### src/rtl/instr_decode_stage.sv
`default_nettype none
// ============================================================================
// Module   : instr_decode_stage
// Purpose  : Registered 16-bit instruction decode with a 2-entry skid buffer
//            and a sticky halt on an accepted HALT instruction.
// Revision : 1.0 - initial release
// ============================================================================
module instr_decode_stage (
    input  logic        clk,
    input  logic        rst_n,
    input  logic        flush,
    input  logic        resume,
    input  logic        in_valid,
    input  logic [15:0] in_instr,
    output logic        in_ready,
    output logic        out_valid,
    input  logic        out_ready,
    output logic [3:0]  out_opcode,
    output logic [2:0]  out_rd,
    output logic [2:0]  out_rs1,
    output logic [2:0]  out_rs2,
    output logic [2:0]  out_constant,
    output logic        out_immediate_flag,
    output logic        out_halt,
    output logic        halted
);

    typedef enum logic [1:0] {
        S_EMPTY = 2'd0,
        S_ONE   = 2'd1,
        S_FULL  = 2'd2
    } state_t;

    typedef struct packed {
        logic [3:0] opcode;
        logic [2:0] rd;
        logic [2:0] rs1;
        logic [2:0] rs2;
        logic [2:0] constant;
        logic       immediate_flag;
        logic       halt;
    } rec_t;

    localparam logic [3:0] c_op_halt = 4'hF;

    state_t r_state;
    state_t w_state_next;
    rec_t   r_mem [2];
    rec_t   w_dec;
    rec_t   w_head;
    logic   r_rd_ptr;
    logic   r_wr_ptr;
    logic   r_halted;
    logic   w_push;
    logic   w_pop;

    // rst_n gates in_ready so fetch sees "not ready" for the whole reset window.
    assign in_ready  = rst_n & (r_state != S_FULL) & ~r_halted & ~flush;
    assign out_valid = (r_state != S_EMPTY);
    assign w_push    = in_valid & in_ready;
    assign w_pop     = out_valid & out_ready & ~flush;
    assign halted    = r_halted;

    always_comb begin
        w_dec                = '0;
        w_dec.opcode         = in_instr[15:12];
        w_dec.rd             = in_instr[11:9];
        w_dec.rs1            = in_instr[8:6];
        w_dec.rs2            = in_instr[5:3];
        w_dec.constant       = in_instr[2:0];
        w_dec.immediate_flag = (in_instr[15:12] >= 4'h8) && (in_instr[15:12] != c_op_halt);
        w_dec.halt           = (in_instr[15:12] == c_op_halt);
    end

    always_ff @(posedge clk or negedge rst_n) begin
        if (!rst_n) begin
            r_state <= S_EMPTY;
        end else begin
            r_state <= w_state_next;
        end
    end

    always_comb begin
        w_state_next = r_state;
        if (flush) begin
            w_state_next = S_EMPTY;
        end else begin
            case (r_state)
                S_EMPTY: if (w_push) w_state_next = S_ONE;
                S_ONE: begin
                    if (w_push && !w_pop)      w_state_next = S_FULL;
                    else if (w_pop && !w_push) w_state_next = S_EMPTY;
                end
                S_FULL:  if (w_pop) w_state_next = S_ONE;
                default: w_state_next = S_EMPTY;
            endcase
        end
    end

    always_ff @(posedge clk or negedge rst_n) begin
        if (!rst_n) begin
            r_rd_ptr <= 1'b0;
            r_wr_ptr <= 1'b0;
            for (int i = 0; i < 2; i++) r_mem[i] <= '0;
        end else if (flush) begin
            r_rd_ptr <= 1'b0;
            r_wr_ptr <= 1'b0;
        end else begin
            if (w_push) begin
                r_mem[r_wr_ptr] <= w_dec;
                r_wr_ptr        <= ~r_wr_ptr;
            end
            if (w_pop) r_rd_ptr <= ~r_rd_ptr;
        end
    end

    // A HALT accepted in the same cycle as resume keeps the stage halted.
    always_ff @(posedge clk or negedge rst_n) begin
        if (!rst_n) begin
            r_halted <= 1'b0;
        end else if (flush) begin
            r_halted <= 1'b0;
        end else if (w_push && w_dec.halt) begin
            r_halted <= 1'b1;
        end else if (resume) begin
            r_halted <= 1'b0;
        end
    end

    assign w_head             = r_mem[r_rd_ptr];
    assign out_opcode         = w_head.opcode;
    assign out_rd             = w_head.rd;
    assign out_rs1            = w_head.rs1;
    assign out_rs2            = w_head.rs2;
    assign out_constant       = w_head.constant;
    assign out_immediate_flag = w_head.immediate_flag;
    assign out_halt           = w_head.halt;

endmodule
`default_nettype wire

### config.mk
export PLATFORM = sky130hd
export DESIGN_NAME = instr_decode_stage
export DESIGN_NICKNAME = d
export VERILOG_FILES = /design/src/rtl/instr_decode_stage.sv
export SDC_FILE = /design/constraint.sdc
export NUM_CORES = 1
export LEC_CHECK = 0
export ABC_AREA = 1
export BUFFER_PORTS_ARGS = -buffer_cell sky130_fd_sc_hd__clkbuf_2
export CORE_ASPECT_RATIO = 1.5
export CORE_MARGIN = 2
export CORE_UTILIZATION = 40
export DETAILED_ROUTE_END_ITERATION = 12
export SYNTH_ARGS = -nofsm -noshare
export SYNTH_HDL_FRONTEND = slang
export SYNTH_SLANG_ARGS = --single-unit
export TNS_END_PERCENT = 30
### constraint.sdc
create_clock -name clk -period 3.45 [get_ports clk]
set_input_delay 0.345 -clock clk [delete_from_list [all_inputs] [get_ports clk]]
set_output_delay 0.345 -clock clk [all_outputs]
set_load 0.05 [all_outputs]
==> metrics.cfg, run 1 <==
[finish]
final.fill_count=463
multiInputGateArea_um2=689
final_cell_area_um2=2250
post_route_cells_drive_above_1_share=0.221
layout_commonest_cell=sky130_fd_sc_hd__nand2_1
num_antenna_cells=0
final_net_count=292
regArea_um2=1030
most-common-layout-cells=sky130_fd_sc_hd__nand2_1 (90), sky130_fd_sc_hd__clkbuf_2 (42), sky130_fd_sc_hd__dfrtp_1 (41)
flow.area_growth_from_synthesis_pct=19.5

[setup_path]
r2r_cells=7
cp_max_fo=38
r2r_setup_slack_ns=1.79
timing.critical_path.from_type=flop
worst-endpoint-required_ns=3.11
cp.depth=3
regToRegEndpoint=r_mem[10]
cp_cell_sequence=nand2_1 -> o21ai_0 -> clkbuf_2
critical-path-max-stage-delay_ns=1.01
criticalPathCategory=reg -> out
critical_path.endpoint_type=output port
cpLargestDelayFamily=flip-flops
cp.buffers_inverters=1
regToRegStartpoint=r_state[1]
crit_path_top_delay_cell=sky130_fd_sc_hd__dfrtp_1
critical_path_arrival_ns=1.88

[pwr]
power_w=0.00157
vdd_ir_drop_max_mv=0.346
power_density_nw_per_um2=695
reported_leakage_power_nw=1.16

[synth]
summed_instance_area_of_the_synthesized_netlist_um2=1890
yosysSeqAreaShare=0.544
mappedNetlistNets=252
average_size_of_a_mapped_cell_um2=8.20
synth.lib_cells_used.distinct=19
yosysWarningCount=0
synthCells=230
ys_seq_elements=41

[timing]
setup_tns_ns=0
worstMarginPinSlew_ns=1.01
timing.final.setup_violations=0
holdWs_ns=0.126
timing.final.ws_setup_ns=1.23
relative_slew_slack=0.329
report.final.slew_viol_count=0
rsz0062_at_grt=false
max_freq_mhz=450
final.period_utilization=0.645
timing.final.crit_period_ns=2.22
final.setup_skew_ns=0.00758
finalHoldViolCount=0

[drt]
wl_mm=3.83
vias=1527
route.detailed.drc=0
vias_per_cell=4.56
drt_pre_antenna_iters=4
antenna_left=0
avgRoutedWirePerCell_um=11.4
detail_route.iter0.violations=47

[grt]
antenna_found_initial=0
globalRouteOverflowTotal=0
grt_max_degree=42
number_of_global_route_vias_before_repair=1500
grtUsageTotal=0.168
first_pass_grt_wire_length_mm=6.67

[clock_network]
cts_inserted_buffers=5
cts_setup_buffers=0
cts.sinks=41
htree_levels=2
cts-hold-fix-buffers=0
cts.path.max_buffers=2
clk_transition_reported_paths_ns=0.07
clock_latency_ns=0.29
cts_resized=0
clockRootBuffer=sky130_fd_sc_hd__clkbuf_8
clock_tree_from_tritoncts=done

[flow_run]
timing.max_cap.violations=0

[place]
place.detailed.hpwl_mm=2.63
placed_area_um2=2120
gp_congestion=0.723
port_buffers=42
preCtsSetupSlack_ns=1.47

[outcome]
status=finished clean

[floorplanning]
io_pins=43
rows=30
die-area_um2=5290
die_w_um=60.1
fp.coreArea_um2=4540
initial_cell_density_of_the_core=0.415
die_h_um=88.1

[hold_path]
hp-class=in -> async

[per-stage QoR]
step | util | instances
final | 0.496 | 335
after global routing | 0.496 | 335
after CTS | 0.496 | 335
after detailed placement | 0.467 | 327
after global placement | 0.467 | 327
after floorplan | - | 230
[sequential cells by signal, indices dropped and copies added, names as in the netlist]
name      count
r_wr_ptr      1
halted        1
r_mem        36
r_state       2
r_rd_ptr      1
[routing by layer]
layer	global-route usage	routed length [um]
met1	0.208	1700
met2	0.277	1950
met3	0.0443	144
met4	0.0606	40
met5	0	0
[logic make-up after synthesis]
group / share of synthesized area
and+or+nand+nor: 0.249
AOI/OAI and AO/OA: 0.116
DFF: 0.544
buffers and inverters: 0.0902
[cells in the mapped netlist]
cell,count,area [um2]
sky130_fd_sc_hd__o21ai_1,2,10.0
sky130_fd_sc_hd__nand3_2,1,10.0
sky130_fd_sc_hd__clkinv_2,1,5.00
sky130_fd_sc_hd__nand4_1,2,12.5
sky130_fd_sc_hd__o32ai_1,1,8.76
sky130_fd_sc_hd__dfrtp_1,41,1030
sky130_fd_sc_hd__clkbuf_1,4,15.0
sky130_fd_sc_hd__buf_6,3,33.8
sky130_fd_sc_hd__buf_2,3,15.0
sky130_fd_sc_hd__nand3_1,6,30.0
sky130_fd_sc_hd__nor2_1,2,7.51
sky130_fd_sc_hd__o21ai_0,40,200
sky130_fd_sc_hd__nand2_1,90,338
sky130_fd_sc_hd__inv_1,26,97.6
sky130_fd_sc_hd__nor3_1,1,5.00
sky130_fd_sc_hd__nor2_4,3,33.8
sky130_fd_sc_hd__nand4_4,1,21.3
sky130_fd_sc_hd__inv_2,1,3.75
sky130_fd_sc_hd__nand2_2,2,12.5
[report_power, final]
| part | internal (W) | switching (W) |
|---|---|---|
| registers | 0.000585 | 0.0000609 |
| clock network | 0.000287 | 0.000164 |
| logic | 0.000114 | 0.000354 |
| total | 0.000987 | 0.000580 |
[cell type report]
cell class,instances,area share
Clock buffer,5,0.0305
Clock inverter,3,0.0289
Inverter,28,0.0472
Multi-Input combinational cell,151,0.306
Sequential cell,41,0.455
Tap cell,64,0.0355
Timing Repair Buffer,43,0.0966
[worst max-delay path by stage]
stage | start | end
3_5_place_dp | r_rd_ptr | out_halt
5_1_grt | r_rd_ptr | out_rs1[0]
4_1_cts | r_rd_ptr | out_immediate_flag
3_3_place_gp | r_rd_ptr | out_rs1[0]
2_1_floorplan | r_rd_ptr | out_constant[2]
6_report | r_rd_ptr | out_immediate_flag
Power figures use the tool's default switching activity.
==> run 2, diff against run 1 <==
clock period = 2.3 ns   (was 3.45 ns; I/O delays follow)
==> run 2 against run 1 <==
- count of clock-buffer cells in the layout is 2 higher
- sequential share of layout area is 0.10 points lower
- worst hold slack worse by 0.12 ns
- cell area is 0.22% higher
- first-iteration DRC count is 30% higher
- combinational power is 55% higher
- wire length is 0.52% higher
==> metrics.cfg, run 2 (same netlist as run 1, synthesis figures left out) <==
[drt]
vias_per_cell=4.64
wl_mm=3.85
antenna_left=0
detail_route.iter0.violations=61
drt_pre_antenna_iters=4
vias=1568
avgRoutedWirePerCell_um=11.4
route.detailed.drc=0

[timing]
finalHoldViolCount=0
setup_tns_ns=0
holdWs_ns=0.00625
final.period_utilization=0.820
final.setup_skew_ns=0.00397
report.final.slew_viol_count=0
relative_slew_slack=0.550
timing.final.setup_violations=0
max_freq_mhz=530
timing.final.crit_period_ns=1.89
worstMarginPinSlew_ns=0.674
rsz0062_at_grt=false

[setup_path]
cpLargestDelayFamily=buffers and inverters
timing.critical_path.from_type=flop
crit_path_top_delay_cell=sky130_fd_sc_hd__dfrtp_1
cp_max_fo=26
critical_path_arrival_ns=1.66
cp_cell_sequence=buf_4 -> nand2_1 -> o21ai_0 -> clkbuf_2
cp.buffers_inverters=2
crit_path_start=r_rd_ptr
worst-endpoint-required_ns=2.07
r2r_setup_slack_ns=0.72
critical_path.endpoint_type=output port
criticalPathCategory=reg -> out
critical-path-max-stage-delay_ns=0.54
regToRegStartpoint=r_state[0]

[pwr]
sequentialPowerShare=0.419
power_frac_comb=0.320
vdd_ir_drop_max_mv=0.457
power_density_nw_per_um2=1010
clockPowerShare=0.261
reported_leakage_power_nw=1.17
netSwitchingPower_w=0.000860
power.share.switching=0.379
cellInternalPower_w=0.00141

[clock_network]
htree_levels=2
clockRootBuffer=sky130_fd_sc_hd__clkbuf_8
clock_latency_ns=0.29
clk_transition_reported_paths_ns=0.08
cts_inserted_buffers=5
cts_resized=0
cts-hold-fix-buffers=0
clock_tree_from_tritoncts=done
cts_setup_buffers=0
cts.sinks=41
cts.path.max_buffers=2

[finish]
largest_register_ffs=36
post_route_cells_drive_above_1_share=0.226
layout_top_registers=r_mem (36), r_state (2)
most-common-layout-cells=sky130_fd_sc_hd__nand2_1 (90), sky130_fd_sc_hd__clkbuf_2 (42), sky130_fd_sc_hd__dfrtp_1 (41)
final_net_count=295
regMostFlops=r_mem
layout_commonest_cell=sky130_fd_sc_hd__nand2_1
flow.area_growth_from_synthesis_pct=19.8
num_antenna_cells=0

[grt]
antenna_found_initial=0
first_pass_grt_wire_length_mm=6.76
globalRouteOverflowTotal=0
grt_max_degree=42
number_of_global_route_vias_before_repair=1585
grtUsageTotal=0.170

[floorplanning]
die-area_um2=5290
fp.coreArea_um2=4540
die_w_um=60.1
rows=30
die_h_um=88.1
initial_cell_density_of_the_core=0.415
io_pins=43

[place]
place.detailed.hpwl_mm=2.67
gp_congestion=0.707
port_buffers=42

[outcome]
status=finished clean

[flow_run]
timing.max_cap.violations=0

[hold_path]
hp-class=in -> async

-- run 2: per-layer routing --
layer | global-route usage | up-vias | part of all wire | routed length (um)
li1 | - | 802 | - | -
met5 | 0 | - | 0 | 0
met1 | 0.198 | 732 | 0.43 | 1640
met2 | 0.294 | 28 | 0.52 | 2000
met4 | 0.0788 | 0 | 0.021 | 80
met3 | 0.0310 | 6 | 0.034 | 131
-- run 2: stage by stage --
| stage | setup slack, ns | util | instances | cell area (um2) | power (W) |
|---|---|---|---|---|---|
| final | 0.414 | 0.497 | 338 | 2260 | 0.00227 |
| after global routing | 0.284 | 0.497 | 338 | 2260 | 0.00242 |
| after CTS | 0.370 | 0.497 | 338 | 2260 | 0.00230 |
| after detailed placement | 0.695 | 0.472 | 330 | 2140 | 0.00170 |
| after global placement | 0.692 | 0.472 | 330 | 2140 | 0.00170 |
| after floorplan | 0.227 | - | 230 | 1890 | 0.00154 |
-- run 2: cell type report --
| type | instances | area (um2) |
|---|---|---|
| clock buffers | 7 | 86.3 |
| fillers | 479 | 2280 |
| flip-flops and latches | 41 | 1030 |
| clock inverters | 1 | 30.0 |
| multi-input cells | 151 | 689 |
| repair buffers | 46 | 240 |
| well taps | 64 | 80.1 |
| inverters | 28 | 106 |
-- run 2: path summary, 6_finish.rpt --
check	end	cells past startpoint
worst max-delay path	out_immediate_flag	4
worst min-delay path	halted	2
worst max register to register	r_mem[2]	9
worst min register to register	r_mem[15]	2
max in group asynchronous	r_mem[27]	2
min in group clk	halted	2
-- run 2: power by group through the flow --
stage / logic [W] / registers (W) / clock network [W]
after floorplan: 0.000591 / 0.000944 / 0
after global placement: 0.000732 / 0.000963 / 0
after detailed placement: 0.000737 / 0.000966 / 0
after CTS: 0.000739 / 0.000952 / 0.000613
after global routing: 0.000808 / 0.000974 / 0.000638
final: 0.000726 / 0.000952 / 0.000592
-- run 2: worst register-to-register path: stages, from the launching register on --
cell	delay (ns)
sky130_fd_sc_hd__dfrtp_1	0.40
sky130_fd_sc_hd__inv_2	0.09
sky130_fd_sc_hd__nand2_2	0.08
sky130_fd_sc_hd__nand2_2	0.10
sky130_fd_sc_hd__nor2_4	0.04
sky130_fd_sc_hd__nand3_2	0.05
sky130_fd_sc_hd__buf_4	0.26
sky130_fd_sc_hd__clkinv_2	0.28
sky130_fd_sc_hd__nand2_1	0.13
sky130_fd_sc_hd__nand2_1	0.06
==> run 3, diff against run 2 <==
clock period = 1.9 ns   (was 2.3 ns; I/O delays follow)
==> run 3 against run 2 <==
- the run now ends with hold timing left
- first-iteration DRC count is 1.6% lower
- wire length is 0.44% higher
- count of clock-buffer cells in the layout is 1 lower
- largest cell class unchanged
- clock skew is 0.0022 ns lower
- total power is 14% higher
- die area stayed put
- worst hold slack worse by 0.032 ns
- combinational power is 23% higher
- largest power group unchanged
- sequential cell count stayed put
- critical path depth is 1 lower
- via count is 0.77% lower
- sequential share of layout area is 0.53 points higher
- critical path type unchanged
==> metrics.cfg, run 3 (same netlist as run 1, synthesis figures left out) <==
[clock_network]
htree_levels=2
cts.sinks=41
clock_latency_ns=0.28
cts.path.max_buffers=2
cts-hold-fix-buffers=0
cts_inserted_buffers=5
cts_setup_buffers=0
clockRootBuffer=sky130_fd_sc_hd__clkbuf_8
cts_resized=0
clock_tree_from_tritoncts=done
clk_transition_reported_paths_ns=0.07

[floorplanning]
die_h_um=88.1
fp.coreArea_um2=4540
die-area_um2=5290
die_w_um=60.1
initial_cell_density_of_the_core=0.415
rows=30
io_pins=43

[finish]
final_net_count=296
layout_top_registers=r_mem (36), r_state (2)
regMostFlops=r_mem
final.fill_count=466
layout_commonest_cell=sky130_fd_sc_hd__nand2_1
most-common-layout-cells=sky130_fd_sc_hd__nand2_1 (90), sky130_fd_sc_hd__clkbuf_2 (42), sky130_fd_sc_hd__dfrtp_1 (41)
num_antenna_cells=0
largest_register_ffs=36
post_route_cells_drive_above_1_share=0.229
flow.area_growth_from_synthesis_pct=18.4

[drt]
route.detailed.drc=0
antenna_left=0
drt_pre_antenna_iters=4
vias_per_cell=4.59
vias=1556
wl_mm=3.87
avgRoutedWirePerCell_um=11.4
detail_route.iter0.violations=60

[setup_path]
worst-endpoint-required_ns=1.71
critical-path-max-stage-delay_ns=0.38
timing.critical_path.from_type=flop
cp_max_fo=26
crit_path_top_delay_cell=sky130_fd_sc_hd__dfrtp_1
critical_path_arrival_ns=1.39
criticalPathCategory=reg -> out
critical_path.endpoint_type=output port
cp_cell_sequence=buf_4 -> o21ai_0 -> clkbuf_2

[timing]
worstMarginPinSlew_ns=0.520
report.final.slew_viol_count=0
timing.final.setup_violations=0
holdWs_ns=-0.0256
finalHoldViolCount=41
final.period_utilization=0.833
setup_tns_ns=0
final.setup_skew_ns=0.00181
timing.final.crit_period_ns=1.58
max_freq_mhz=632
rsz0062_at_grt=false
relative_slew_slack=0.653

[pwr]
vdd_ir_drop_max_mv=0.449
sequentialPowerShare=0.445
cellInternalPower_w=0.00154
clockPowerShare=0.210
power_w=0.00258
power_frac_comb=0.345
netSwitchingPower_w=0.00104
power_density_nw_per_um2=1160
reported_leakage_power_nw=1.16
power.share.switching=0.404

[grt]
grt_max_degree=42
number_of_global_route_vias_before_repair=1439
first_pass_grt_wire_length_mm=6.51
antenna_found_initial=0
grtUsageTotal=0.166
globalRouteOverflowTotal=0

[place]
place.detailed.hpwl_mm=2.77
gp_congestion=0.725
port_buffers=42

[flow_run]
timing.max_cap.violations=0

[hold_path]
hp-class=in -> async

[outcome]
status=complete, but fails checks
violated_checks=hold timing

run 3: cell types whose count changed in the layout (fill, tap and decap cells not counted):
cell / previous run / this run
sky130_fd_sc_hd__clkinv_2: 1 / 3
sky130_fd_sc_hd__buf_4: 4 / 5
sky130_fd_sc_hd__bufinv_16: 1 / 0
sky130_fd_sc_hd__clkbuf_8: 6 / 5
run 3: critical path, delay by kind of cell, from the launching register on:
kind	cells	cell delay, ns
buffers and inverters	2	0.52
AOI/OAI and AO/OA	1	0.20
DFF	1	0.38
run 3: metal layers:
layer	track usage	share of wire	up-vias
li1	-	-	804
met3	0.0369	0.031	5
met4	0.0727	0.019	0
met1	0.209	0.45	716
met5	0	0	-
met2	0.268	0.50	31
run 3: worst paths after layout:
path                              to  slack, ns      from  depth (start not counted)
setup / recovery            out_halt       0.32  r_rd_ptr                          3
hold / removal             r_mem[20]      -0.03     rst_n                          2
setup reg to reg           r_mem[29]       0.49    halted                          5
hold reg to reg             r_mem[6]       0.49  r_mem[6]                          2
max in group asynchronous   r_mem[5]       1.56     rst_n                          2
min in group clk              halted       0.08    resume                          2
run 3: per-stage QoR:
step / utilization / setup WS, ns / instance area, um2 / hold slack, ns / std cells
final: 0.491 / 0.318 / 2230 / -0.0256 / 339
after global routing: 0.491 / 0.240 / 2230 / 0.0302 / 339
after CTS: 0.491 / 0.285 / 2230 / 0.00426 / 339
after detailed placement: 0.473 / 0.482 / 2150 / 0.325 / 331
after global placement: 0.473 / 0.499 / 2150 / 0.321 / 331
after floorplan: - / -0.133 / 1890 / -0.106 / 230
run 3: power groups by stage:
stage,Clock (W),Sequential (W),Combinational (W)
after CTS,0.000573,0.00115,0.000903
final,0.000542,0.00115,0.000891
after global placement,0,0.00116,0.000889
after global routing,0.000598,0.00117,0.000976
after detailed placement,0,0.00116,0.000901
after floorplan,0,0.00114,0.000716
run 3: final cells by class:
| type | count | area (um2) | area share |
|---|---|---|---|
| clock inverters | 2 | 10.0 | 0.00448 |
| repair buffers | 47 | 248 | 0.111 |
| inverters | 28 | 106 | 0.0476 |
| clock buffers | 6 | 72.6 | 0.0325 |
| multi-input cells | 151 | 689 | 0.309 |
| well taps | 64 | 80.1 | 0.0359 |
| flip-flops and latches | 41 | 1030 | 0.460 |
